==> src/rtl/sfx_pkg.sv <==
// Shared definitions for the sound-effect player: event indices, event table
// layout, default table and width helpers.
package sfx_pkg;

  localparam int DIV_W = 16;
  localparam int DUR_W = 10;
  localparam int VOL_W = 4;

  localparam int EV_PADDLE = 0;
  localparam int EV_BRICK  = 1;
  localparam int EV_WALL   = 2;
  localparam int EV_LOST   = 3;

  typedef struct packed {
    logic [DIV_W-1:0] half_period;
    logic [DUR_W-1:0] duration;
    logic [VOL_W-1:0] volume;
  } ev_t;

  typedef ev_t [3:0] ev_table4_t;

  function automatic ev_t mk_ev(input int unsigned hp, input int unsigned dur,
                                input int unsigned vol);
    ev_t e;
    e.half_period = DIV_W'(hp);
    e.duration    = DUR_W'(dur);
    e.volume      = VOL_W'(vol);
    return e;
  endfunction

  // Half-periods assume the 40 MHz system clock.
  function automatic ev_table4_t default_table();
    ev_table4_t t;
    t[EV_PADDLE] = mk_ev(45454, 60, 12);
    t[EV_BRICK]  = mk_ev(22727, 40, 10);
    t[EV_WALL]   = mk_ev(30303, 30, 8);
    t[EV_LOST]   = mk_ev(60000, 500, 15);
    return t;
  endfunction

  localparam ev_table4_t DEFAULT_TABLE = default_table();

  function automatic int mix_w(input int num_voices);
    return VOL_W + $clog2(num_voices + 1);
  endfunction

  function automatic int idx_w(input int n);
    return (n > 1) ? $clog2(n) : 1;
  endfunction

endpackage

==> src/rtl/sfx_voice.sv <==
// One tone voice: half-period divider, ms duration counter, square output
// and IDLE/PLAY state.
module sfx_voice
  import sfx_pkg::*;
(
  input  logic             clk,
  input  logic             rst_n,
  input  logic             load,
  input  logic [DIV_W-1:0] half_period,
  input  logic [DUR_W-1:0] duration,
  input  logic [VOL_W-1:0] volume,
  input  logic             tick,
  output logic             busy,
  output logic [DUR_W-1:0] remaining,
  output logic [VOL_W-1:0] level
);

  typedef enum logic {IDLE, PLAY} state_t;

  state_t           state, state_nx;
  logic [DIV_W-1:0] hp_q, hp_nx, div_q, div_nx;
  logic [DUR_W-1:0] dur_q, dur_nx;
  logic [VOL_W-1:0] vol_q, vol_nx;
  logic             sq_q, sq_nx;

  always_ff @(posedge clk or negedge rst_n) begin
    if (!rst_n) begin
      state <= IDLE;
      hp_q  <= '0;
      div_q <= '0;
      dur_q <= '0;
      vol_q <= '0;
      sq_q  <= 1'b0;
    end else begin
      state <= state_nx;
      hp_q  <= hp_nx;
      div_q <= div_nx;
      dur_q <= dur_nx;
      vol_q <= vol_nx;
      sq_q  <= sq_nx;
    end
  end

  // A load overrides everything else, including expiry in the same cycle.
  always_comb begin
    state_nx = state;
    hp_nx    = hp_q;
    div_nx   = div_q;
    dur_nx   = dur_q;
    vol_nx   = vol_q;
    sq_nx    = sq_q;
    if (load) begin
      state_nx = PLAY;
      hp_nx    = half_period;
      div_nx   = (half_period == '0) ? '0 : half_period - 1'b1;
      dur_nx   = duration;
      vol_nx   = volume;
      sq_nx    = 1'b0;
    end else if (state == PLAY) begin
      if (dur_q == '0) begin
        state_nx = IDLE;
        sq_nx    = 1'b0;
      end else begin
        if (tick) dur_nx = dur_q - 1'b1;
        if (hp_q != '0) begin
          if (div_q == '0) begin
            sq_nx  = ~sq_q;
            div_nx = hp_q - 1'b1;
          end else begin
            div_nx = div_q - 1'b1;
          end
        end
      end
    end
  end

  assign busy      = (state == PLAY);
  assign remaining = dur_q;
  assign level     = sq_q ? vol_q : '0;

endmodule

==> src/rtl/sfx_player.sv <==
// Event-triggered multi-voice sound-effect player: request queue, voice
// allocator, 1 ms prescaler, mixer and first-order sigma-delta output.
module sfx_player
  import sfx_pkg::*;
#(
  parameter int unsigned          CLK_HZ     = 40_000_000,
  parameter int unsigned          NUM_VOICES = 4,
  parameter int unsigned          NUM_EVENTS = 4,
  parameter ev_t [NUM_EVENTS-1:0] EV_TABLE   = DEFAULT_TABLE
) (
  input  logic                  clk,
  input  logic                  rst_n,
  input  logic [NUM_EVENTS-1:0] trigger,
  input  logic                  mute,
  output logic [NUM_VOICES-1:0] busy,
  output logic                  audio
);

  localparam int unsigned TICK_DIV = CLK_HZ / 1000;
  localparam int          MIX_W    = mix_w(NUM_VOICES);
  localparam int          EV_W     = idx_w(NUM_EVENTS);
  localparam int          VI_W     = idx_w(NUM_VOICES);

  logic [31:0]           presc;
  logic                  tick;
  logic [NUM_EVENTS-1:0] pending, req, served;
  logic [EV_W-1:0]       ev_sel;
  logic                  ev_valid;
  ev_t                   ev;
  logic [NUM_VOICES-1:0] load;
  logic [EV_W-1:0]       voice_ev  [NUM_VOICES];
  logic [DUR_W-1:0]      remaining [NUM_VOICES];
  logic [VOL_W-1:0]      level     [NUM_VOICES];
  logic                  hit, idle_found;
  logic [VI_W-1:0]       hit_v, idle_v, steal_v, alloc_v;
  logic [DUR_W-1:0]      best;
  logic [MIX_W-1:0]      mix, acc;
  logic [MIX_W:0]        acc_sum;

  assign tick = (presc == TICK_DIV - 1);

  always_ff @(posedge clk or negedge rst_n) begin
    if (!rst_n)    presc <= '0;
    else if (tick) presc <= '0;
    else           presc <= presc + 1'b1;
  end

  always_comb begin
    req      = pending | trigger;
    served   = '0;
    ev_sel   = '0;
    ev_valid = 1'b0;
    for (int unsigned i = 0; i < NUM_EVENTS; i++) begin
      if (req[i] && !ev_valid) begin
        served[i] = 1'b1;
        ev_sel    = EV_W'(i);
        ev_valid  = 1'b1;
      end
    end
  end

  assign ev = EV_TABLE[ev_sel];

  always_ff @(posedge clk or negedge rst_n) begin
    if (!rst_n) pending <= '0;
    else        pending <= req & ~served;
  end

  // Priority: restart same event, else lowest idle, else shortest remaining.
  always_comb begin
    hit        = 1'b0;
    hit_v      = '0;
    idle_found = 1'b0;
    idle_v     = '0;
    steal_v    = '0;
    best       = '1;
    load       = '0;
    for (int unsigned v = 0; v < NUM_VOICES; v++) begin
      if (busy[v] && voice_ev[v] == ev_sel && !hit) begin
        hit   = 1'b1;
        hit_v = VI_W'(v);
      end
      if (!busy[v] && !idle_found) begin
        idle_found = 1'b1;
        idle_v     = VI_W'(v);
      end
      if (remaining[v] < best) begin
        best    = remaining[v];
        steal_v = VI_W'(v);
      end
    end
    alloc_v = hit ? hit_v : (idle_found ? idle_v : steal_v);
    for (int unsigned v = 0; v < NUM_VOICES; v++) begin
      load[v] = ev_valid && (ev.duration != '0) && (alloc_v == VI_W'(v));
    end
  end

  for (genvar v = 0; v < NUM_VOICES; v++) begin : g_voice
    always_ff @(posedge clk or negedge rst_n) begin
      if (!rst_n)       voice_ev[v] <= '0;
      else if (load[v]) voice_ev[v] <= ev_sel;
    end

    sfx_voice u_voice (
      .clk         (clk),
      .rst_n       (rst_n),
      .load        (load[v]),
      .half_period (ev.half_period),
      .duration    (ev.duration),
      .volume      (ev.volume),
      .tick        (tick),
      .busy        (busy[v]),
      .remaining   (remaining[v]),
      .level       (level[v])
    );
  end

  always_comb begin
    mix = '0;
    if (!mute) begin
      for (int unsigned v = 0; v < NUM_VOICES; v++) begin
        mix = mix + MIX_W'(level[v]);
      end
    end
  end

  assign acc_sum = {1'b0, acc} + {1'b0, mix};

  always_ff @(posedge clk or negedge rst_n) begin
    if (!rst_n) begin
      acc   <= '0;
      audio <= 1'b0;
    end else begin
      acc   <= acc_sum[MIX_W-1:0];
      audio <= acc_sum[MIX_W];
    end
  end

endmodule

==> config.mk <==
export PLATFORM = sky130hd
export DESIGN_NAME = sfx_player
export DESIGN_NICKNAME = d
export VERILOG_FILES = /design/src/rtl/sfx_pkg.sv /design/src/rtl/sfx_voice.sv /design/src/rtl/sfx_player.sv
export SDC_FILE = /design/constraint.sdc
export NUM_CORES = 1
export LEC_CHECK = 0
export CAP_MARGIN = 10
export CORE_MARGIN = 3
export CORE_UTILIZATION = 60
export CTS_BUF_LIST = sky130_fd_sc_hd__clkbuf_4
export DETAILED_ROUTE_END_ITERATION = 10
export PLACE_DENSITY = 0.83
export SLEW_MARGIN = 20
export SYNTH_ARGS = -nofsm -noshare
export SYNTH_HDL_FRONTEND = slang
export SYNTH_SLANG_ARGS = --single-unit
==> constraint.sdc <==
create_clock -name clk -period 6.5 [get_ports clk]
set_input_delay 0.65 -clock clk [delete_from_list [all_inputs] [get_ports clk]]
set_output_delay 0.65 -clock clk [all_outputs]
set_load 0.01 [all_outputs]
==> impl_metrics.json, run 1 <==
{
  "status": "completed",
  "firstDrtPassIters": 7,
  "core-area_um2": 22100,
  "die_x_um": 157,
  "die_h_um": 157,
  "post-route-period-util": 0.988,
  "final_area_um2": 15200,
  "synth_flop_cell": "dfrtp_1",
  "synth_cells": 1428,
  "ys_ff_latch": 207,
  "syn2layout_area_growth_pct": 11.2,
  "synth_compound_area_frac": 0.155,
  "num-nets-final": 1557,
  "wl_met2_um": 17000,
  "powerDensity_nw_per_um2": 611,
  "gr-total-overflow": 0,
  "detail-route-antenna-nets": 0,
  "power.internal_w": 0.00521,
  "cts.clk_slew.worst_paths_ns": 0.08,
  "ir_worst_vdd_v": 0.000561,
  "rsz0062_at_grt": "yes",
  "clkSinkCount": 207,
  "grt_use_total": 0.288,
  "hold_viol": 0,
  "period_minus_slack_ns": 6.42,
  "synth_area_um2": 13600,
  "critPathBufInv": 4,
  "p_sw_frac": 0.438,
  "async_flop_share": 1.00,
  "initial_core_util": 0.618,
  "worstSkewPairLatency_ns": 0.71,
  "numPortBuffers": 11,
  "synthSimpleGateAreaFrac": 0.187,
  "synthTopCellsByArea": "dfrtp_1, mux2i_1, ha_1, xnor2_1, mux2_1",
  "root_buffer": "clkbuf_4",
  "slew_headroom": 0.325,
  "syn_nets": 1499,
  "grt_max_degree": 129,
  "cp_common_cell": "ha_1",
  "slowest_stage": "dfrtp_1",
  "yosysWarningCount": 0,
  "place_area_um2": 14100,
  "top_layer_used": "met5",
  "avgSynthCellArea_um2": 9.55,
  "synthMuxAreaShare": 0.121,
  "critPathKind": "reg -> reg",
  "p_total_w": 0.00927,
  "start_kind": "flip-flop",
  "fmax_ghz": 0.156,
  "holdCritPathClass": "in -> async",
  "routed-wl-met3_um": 2850,
  "cts_hold_buf": 0,
  "finalSetupViolCount": 0,
  "synth_top_family_by_area": "simple AND/OR/NAND/NOR gates",
  "combPwrFrac": 0.639,
  "synth_edf_count": 0,
  "viasPerCell": 6.57,
  "rows": 54,
  "synth_top_area_frac": 0.380,
  "dp.cells": 1689,
  "grt_pass1_wl_um": 58100,
  "place_hpwl_um": 23700,
  "gp_congestion": 0.947,
  "worst_pin_slew_ns": 1.01,
  "vias": 11821,
  "switchingPower_w": 0.00405,
  "arrival_ns": 6.97,
  "die-area_um2": 24600,
  "seq_area_frac_synth": 0.380,
  "antenna_found_initial": 2,
  "drt_iter0_markers": 1313,
  "grt_pass1_vias": 11578,
  "crit_fanout": 9,
  "cp-end-kind": "flip-flop",
  "slowest_delay_ns": 0.42,
  "cts-htree-levels": 2,
  "wirelength_um": 36200,
  "final-max-slew-violation-count": 0,
  "synth_xor_area_frac": 0.0520,
  "cts_tree": "done",
  "yosysTopAreaCell": "dfrtp_1",
  "numCtsBuffers": 55,
  "seq_power_share": 0.245,
  "synth.distinct_cells": 90,
  "synth-adder-area-share": 0.0636,
  "final_layout_size_suffix_gt1_frac": 0.136,
  "synth_most_common_cell": "dfrtp_1",
  "instances_no_fill": 1798,
  "required_ns": 7.05,
  "leakage_nw": 6.79,
  "clock_path_buffers": 3,
  "netlist_top_cells_count": "dfrtp_1, mux2i_1, nor2_1, nand2_1, a21oi_1",
  "p_clk_frac": 0.116,
  "wl_per_cell_um": 20.1,
  "maxCapViolCount": 0,
  "worst_clock_skew_ns": 0.0523,
  "drc_errors": 0,
  "m1WireLength_um": 15100,
  "io_pins": 12,
  "path_delay_family": "compound AO/OA/AOI/OAI gates"
}
==> cells in the final DEF (no fill, tap or decap), drive strengths merged, types with 9 or more instances in the layout <==
cell	count
clkinv	11
xor2	24
nor2b	9
clkbuf	81
inv	64
nand4	13
or2	14
nor4	36
xnor2	57
buf	51
a21o	12
nor3	37
fa	9
ha	55
a31oi	10
o21ai	54
and3	19
mux2i	109
a211oi	11
and2	18
clkdlybuf4s50	10
nand3	43
a21boi	23
o211ai	12
dfrtp	207
o22ai	32
nand2b	16
nand2	98
mux2	50
a21oi	86
or4	13
nor2	111
or3	14
==> layout make-up <==
type                       instances  area (um2)
sequential                       207        5180
clock buffer                      77         578
tap                              280         350
timing repair buffer              66         718
antenna                            1        2.50
multi-input combinational       1092        8060
fill                            1656        6920
clock inverter                    11        42.5
inverter                          64         240
==> metrics by stage <==
step | worst slack (ns) | utilization | setup TNS [ns] | hold WS (ns)
2_1_floorplan | 0.0206 | - | 0 | 0.354
3_3_place_gp | 0.0479 | 0.639 | 0 | 0.449
3_5_place_dp | -0.135 | 0.639 | -3.20 | 0.452
4_1_cts | 0.0117 | 0.673 | 0 | 0.0953
5_1_grt | -0.100 | 0.687 | -1.64 | 0.0970
6_report | 0.0772 | 0.687 | 0 | 0.0111
==> routing by layer <==
metal / global-route usage / vias up
met5: 0 / -
met4: 0.103 / 2
met1: 0.387 / 5815
met3: 0.0545 / 113
met2: 0.468 / 533
li1: - / 5358
==> cells by family (layout without fill, tap and decap cells) <==
family,Yosys count,after routing
other,0,1
DFF,207,207
adders and majority gates,64,64
and+or+nand+nor,474,474
AOI/OAI and AO/OA,314,314
buffers and inverters,129,218
muxes,159,159
xor gates and xnor gates,81,81
==> path summary, 6_finish.rpt <==
kind | cells past startpoint | from | slack (ns) | end
worst max-delay path | 31 | g_voice[0].u_voice.remaining[1]$_DFFE_PN0P_ | 0.08 | g_voice[3].u_voice.remaining[6]$_DFFE_PN0P_
worst min-delay path | 1 | rst_n | 0.01 | presc[23]$_DFF_PN0_
worst max register to register | 31 | g_voice[0].u_voice.remaining[1]$_DFFE_PN0P_ | 0.08 | g_voice[3].u_voice.remaining[6]$_DFFE_PN0P_
worst min register to register | 1 | g_voice[1].u_voice.vol_q[3]$_DFFE_PN0P_ | 0.47 | g_voice[1].u_voice.vol_q[3]$_DFFE_PN0P_
max in group asynchronous | 2 | rst_n | 5.22 | g_voice[3].u_voice.remaining[2]$_DFFE_PN0P_
min in group clk | 1 | g_voice[1].u_voice.vol_q[3]$_DFFE_PN0P_ | 0.47 | g_voice[1].u_voice.vol_q[3]$_DFFE_PN0P_
==> worst register-to-register path: cells and delay by family, from the launching register on <==
kind                       cells  cell delay, ns
AOI/OAI and AO/OA             13            2.51
and+or+nand+nor                9            1.20
muxes                          1            0.32
DFF                            1            0.42
buffers and inverters          4            0.67
adders and majority gates      4            1.16
==> sequential cells by signal (all words and copies together) (netlist names) <==
register	count
g_voice.u_voice.div_q	64
g_voice.u_voice.remaining	40
g_voice.u_voice.hp_q	37
presc	32
g_voice.u_voice.vol_q	11
acc	7
g_voice.u_voice.busy	4
g_voice.u_voice.sq_q	4
voice_ev	4
pending	3
audio	1
==> power groups by stage <==
stage | sequential [W] | combinational (W) | clock [W]
floorplan | 0.00208 | 0.00367 | 0
global placement | 0.00224 | 0.00452 | 0
detailed placement | 0.00225 | 0.00471 | 0
CTS | 0.00224 | 0.00509 | 0.00109
global route | 0.00232 | 0.00634 | 0.00117
finish | 0.00227 | 0.00592 | 0.00108
==> repair_timing <==
action,4_1_cts,5_1_grt
resized for setup,3,31
pin swaps,3,15
setup endpoints to repair,56,163
cloned,3,4
hold endpoints to repair,0,0
setup buffers,2,11
Note: power is estimated with default switching activity, not from simulation.
==> inputs of run 2 (changes only) <==
--- a/config.mk
+++ b/config.mk
@@ -8,9 +8,10 @@
 export CAP_MARGIN = 10
 export CORE_MARGIN = 3
 export CORE_UTILIZATION = 60
-export CTS_BUF_LIST = sky130_fd_sc_hd__clkbuf_4
+export CTS_BUF_LIST = sky130_fd_sc_hd__clkbuf_4 sky130_fd_sc_hd__clkbuf_8
 export DETAILED_ROUTE_END_ITERATION = 10
 export PLACE_DENSITY = 0.83
+export SKIP_CTS_REPAIR_TIMING = 1
 export SLEW_MARGIN = 20
 export SYNTH_ARGS = -nofsm -noshare
 export SYNTH_HDL_FRONTEND = slang
==> impl_metrics.json, run 2 (same netlist as run 1, synthesis figures left out) <==
{
  "finalSetupViolCount": 0,
  "vias": 11646,
  "fillers": 1671,
  "place_hpwl_um": 23700,
  "die_x_um": 157,
  "powerDensity_nw_per_um2": 604,
  "antennaDiodeCount": 0,
  "cts-htree-levels": 2,
  "slowest_stage": "or3b_4",
  "place_ws_ns": -0.135,
  "grt_pass1_vias": 11207,
  "r2r_start": "g_voice[0].u_voice.remaining[6]$_DFFE_PN0P_",
  "numCtsBuffers": 36,
  "worst_pin_slew_ns": 1.04,
  "cts_tree": "done",
  "status": "completed",
  "final_common_cell": "dfrtp_1",
  "worstSkewPairLatency_ns": 0.54,
  "num-nets-final": 1534,
  "leakage_nw": 6.76,
  "multiInputGateArea_um2": 8030,
  "post-route-period-util": 0.971,
  "core-area_um2": 22100,
  "cts.clk_slew.worst_paths_ns": 0.06,
  "grt_use_total": 0.277,
  "numPortBuffers": 11,
  "syn2layout_area_growth_pct": 11.2,
  "io_pins": 12,
  "die_h_um": 157,
  "mostFrequentLayoutCells": "dfrtp_1, mux2i_1, nor2_1, nand2_1, a21oi_1",
  "p_sw_frac": 0.434,
  "combPwrFrac": 0.618,
  "dp.cells": 1689,
  "ff2ff_setup_slack_ns": 0.19,
  "largest_reg_flops": 64,
  "reg2reg_to": "g_voice[1].u_voice.hp_q[3]$_DFFE_PN0P_",
  "maxCapViolCount": 0,
  "cp-end-kind": "flip-flop",
  "seq_power_share": 0.247,
  "firstDrtPassIters": 5,
  "clock_path_buffers": 3,
  "die-area_um2": 24600,
  "grt_max_degree": 129,
  "seq_area_um2": 5180,
  "drc_errors": 0,
  "grt_pass1_wl_um": 56000,
  "max_flop_register": "g_voice.u_voice.div_q",
  "required_ns": 6.90,
  "hold_viol": 0,
  "slew_headroom": 0.306,
  "root_buffer": "clkbuf_8",
  "rows": 54,
  "setup_slack_ns": 0.189,
  "instances_no_fill": 1767,
  "initial_core_util": 0.618,
  "fin_tns_setup_ns": 0,
  "start_kind": "flip-flop",
  "fmax_ghz": 0.158,
  "switchingPower_w": 0.00398,
  "slowest_delay_ns": 0.45,
  "antenna_found_initial": 1,
  "crit_fanout": 12,
  "period_minus_slack_ns": 6.31,
  "wirelength_um": 35300,
  "wl_per_cell_um": 20.0,
  "clkSinkCount": 207,
  "p_clk_frac": 0.135,
  "arrival_ns": 6.71,
  "worst_clock_skew_ns": 0.0150,
  "critPathKind": "reg -> reg",
  "viasPerCell": 6.59,
  "power.internal_w": 0.00518,
  "detail-route-antenna-nets": 0,
  "holdCritPathClass": "in -> async",
  "worst_r2r_path_depth": 29,
  "final_layout_size_suffix_gt1_frac": 0.122,
  "ir_worst_vdd_v": 0.000530,
  "drt_iter0_markers": 1221,
  "gp_congestion": 0.947,
  "gr-total-overflow": 0,
  "final-max-slew-violation-count": 0
}
run 2: cell types whose count changed in the layout (fill, tap and decap cells not counted), sizes merged:
cell	change
buf	-3
bufbuf	-1
clkbuf	-21
clkinv	-6
diode	-1
inv	+1
run 2: routing by layer:
metal  share of wire  global-route usage  up-vias
li1                -                   -     5308
met1            0.43               0.380     5744
met2            0.46               0.435      502
met3           0.076              0.0528       90
met4           0.033               0.110        2
met5         0.00037                   0        -
run 2: per-stage QoR:
stage | util | total power [W] | cell area [um2] | hold slack, ns
6_report | 0.687 | 0.00916 | 15200 | 0.173
5_1_grt | 0.687 | 0.00973 | 15200 | 0.272
4_1_cts | 0.673 | 0.00822 | 14900 | 0.242
3_5_place_dp | 0.639 | 0.00696 | 14100 | 0.452
3_3_place_gp | 0.639 | 0.00676 | 14100 | 0.449
2_1_floorplan | - | 0.00575 | 13600 | 0.354
run 2: final cells by class:
type | instances | area share
Sequential cell | 207 | 0.341
Clock inverter | 6 | 0.00223
Tap cell | 280 | 0.0231
Multi-Input combinational cell | 1092 | 0.529
Inverter | 64 | 0.0158
Timing Repair Buffer | 62 | 0.0417
Clock buffer | 56 | 0.0467
run 2: how the worst max path moves through the flow:
stage | from | cells after the start | to
final | g_voice[0].u_voice.remaining[6]$_DFFE_PN0P_ | 29 | g_voice[1].u_voice.hp_q[3]$_DFFE_PN0P_
after global routing | g_voice[0].u_voice.remaining[9]$_DFFE_PN0P_ | 30 | g_voice[3].u_voice.div_q[14]$_DFFE_PN0P_
after CTS | g_voice[0].u_voice.remaining[1]$_DFFE_PN0P_ | 30 | g_voice[1].u_voice.hp_q[3]$_DFFE_PN0P_
after detailed placement | g_voice[0].u_voice.remaining[1]$_DFFE_PN0P_ | 30 | g_voice[1].u_voice.hp_q[3]$_DFFE_PN0P_
after global placement | g_voice[0].u_voice.remaining[6]$_DFFE_PN0P_ | 27 | voice_ev[4]$_DFFE_PN0P_
after floorplan | g_voice[0].u_voice.remaining[0]$_DFFE_PN0P_ | 30 | g_voice[1].u_voice.div_q[8]$_DFFE_PN0P_
run 2: worst max-delay path, delay by kind of cell (launching register included):
family	cells	cell delay, ns
AO/OA/AOI/OAI	12	2.16
adder cells (fa/ha/maj)	3	0.92
buffers and inverters	6	0.88
flip-flops	1	0.40
multiplexers	1	0.34
AND/OR/NAND/NOR	7	1.49
run 2: power by group through the flow:
| stage | clock, W | sequential, W | combinational, W |
|---|---|---|---|
| floorplan | 0 | 0.00208 | 0.00367 |
| global route | 0.00132 | 0.00232 | 0.00609 |
| detailed placement | 0 | 0.00225 | 0.00471 |
| finish | 0.00123 | 0.00226 | 0.00567 |
| global placement | 0 | 0.00224 | 0.00452 |
| CTS | 0.00126 | 0.00224 | 0.00473 |
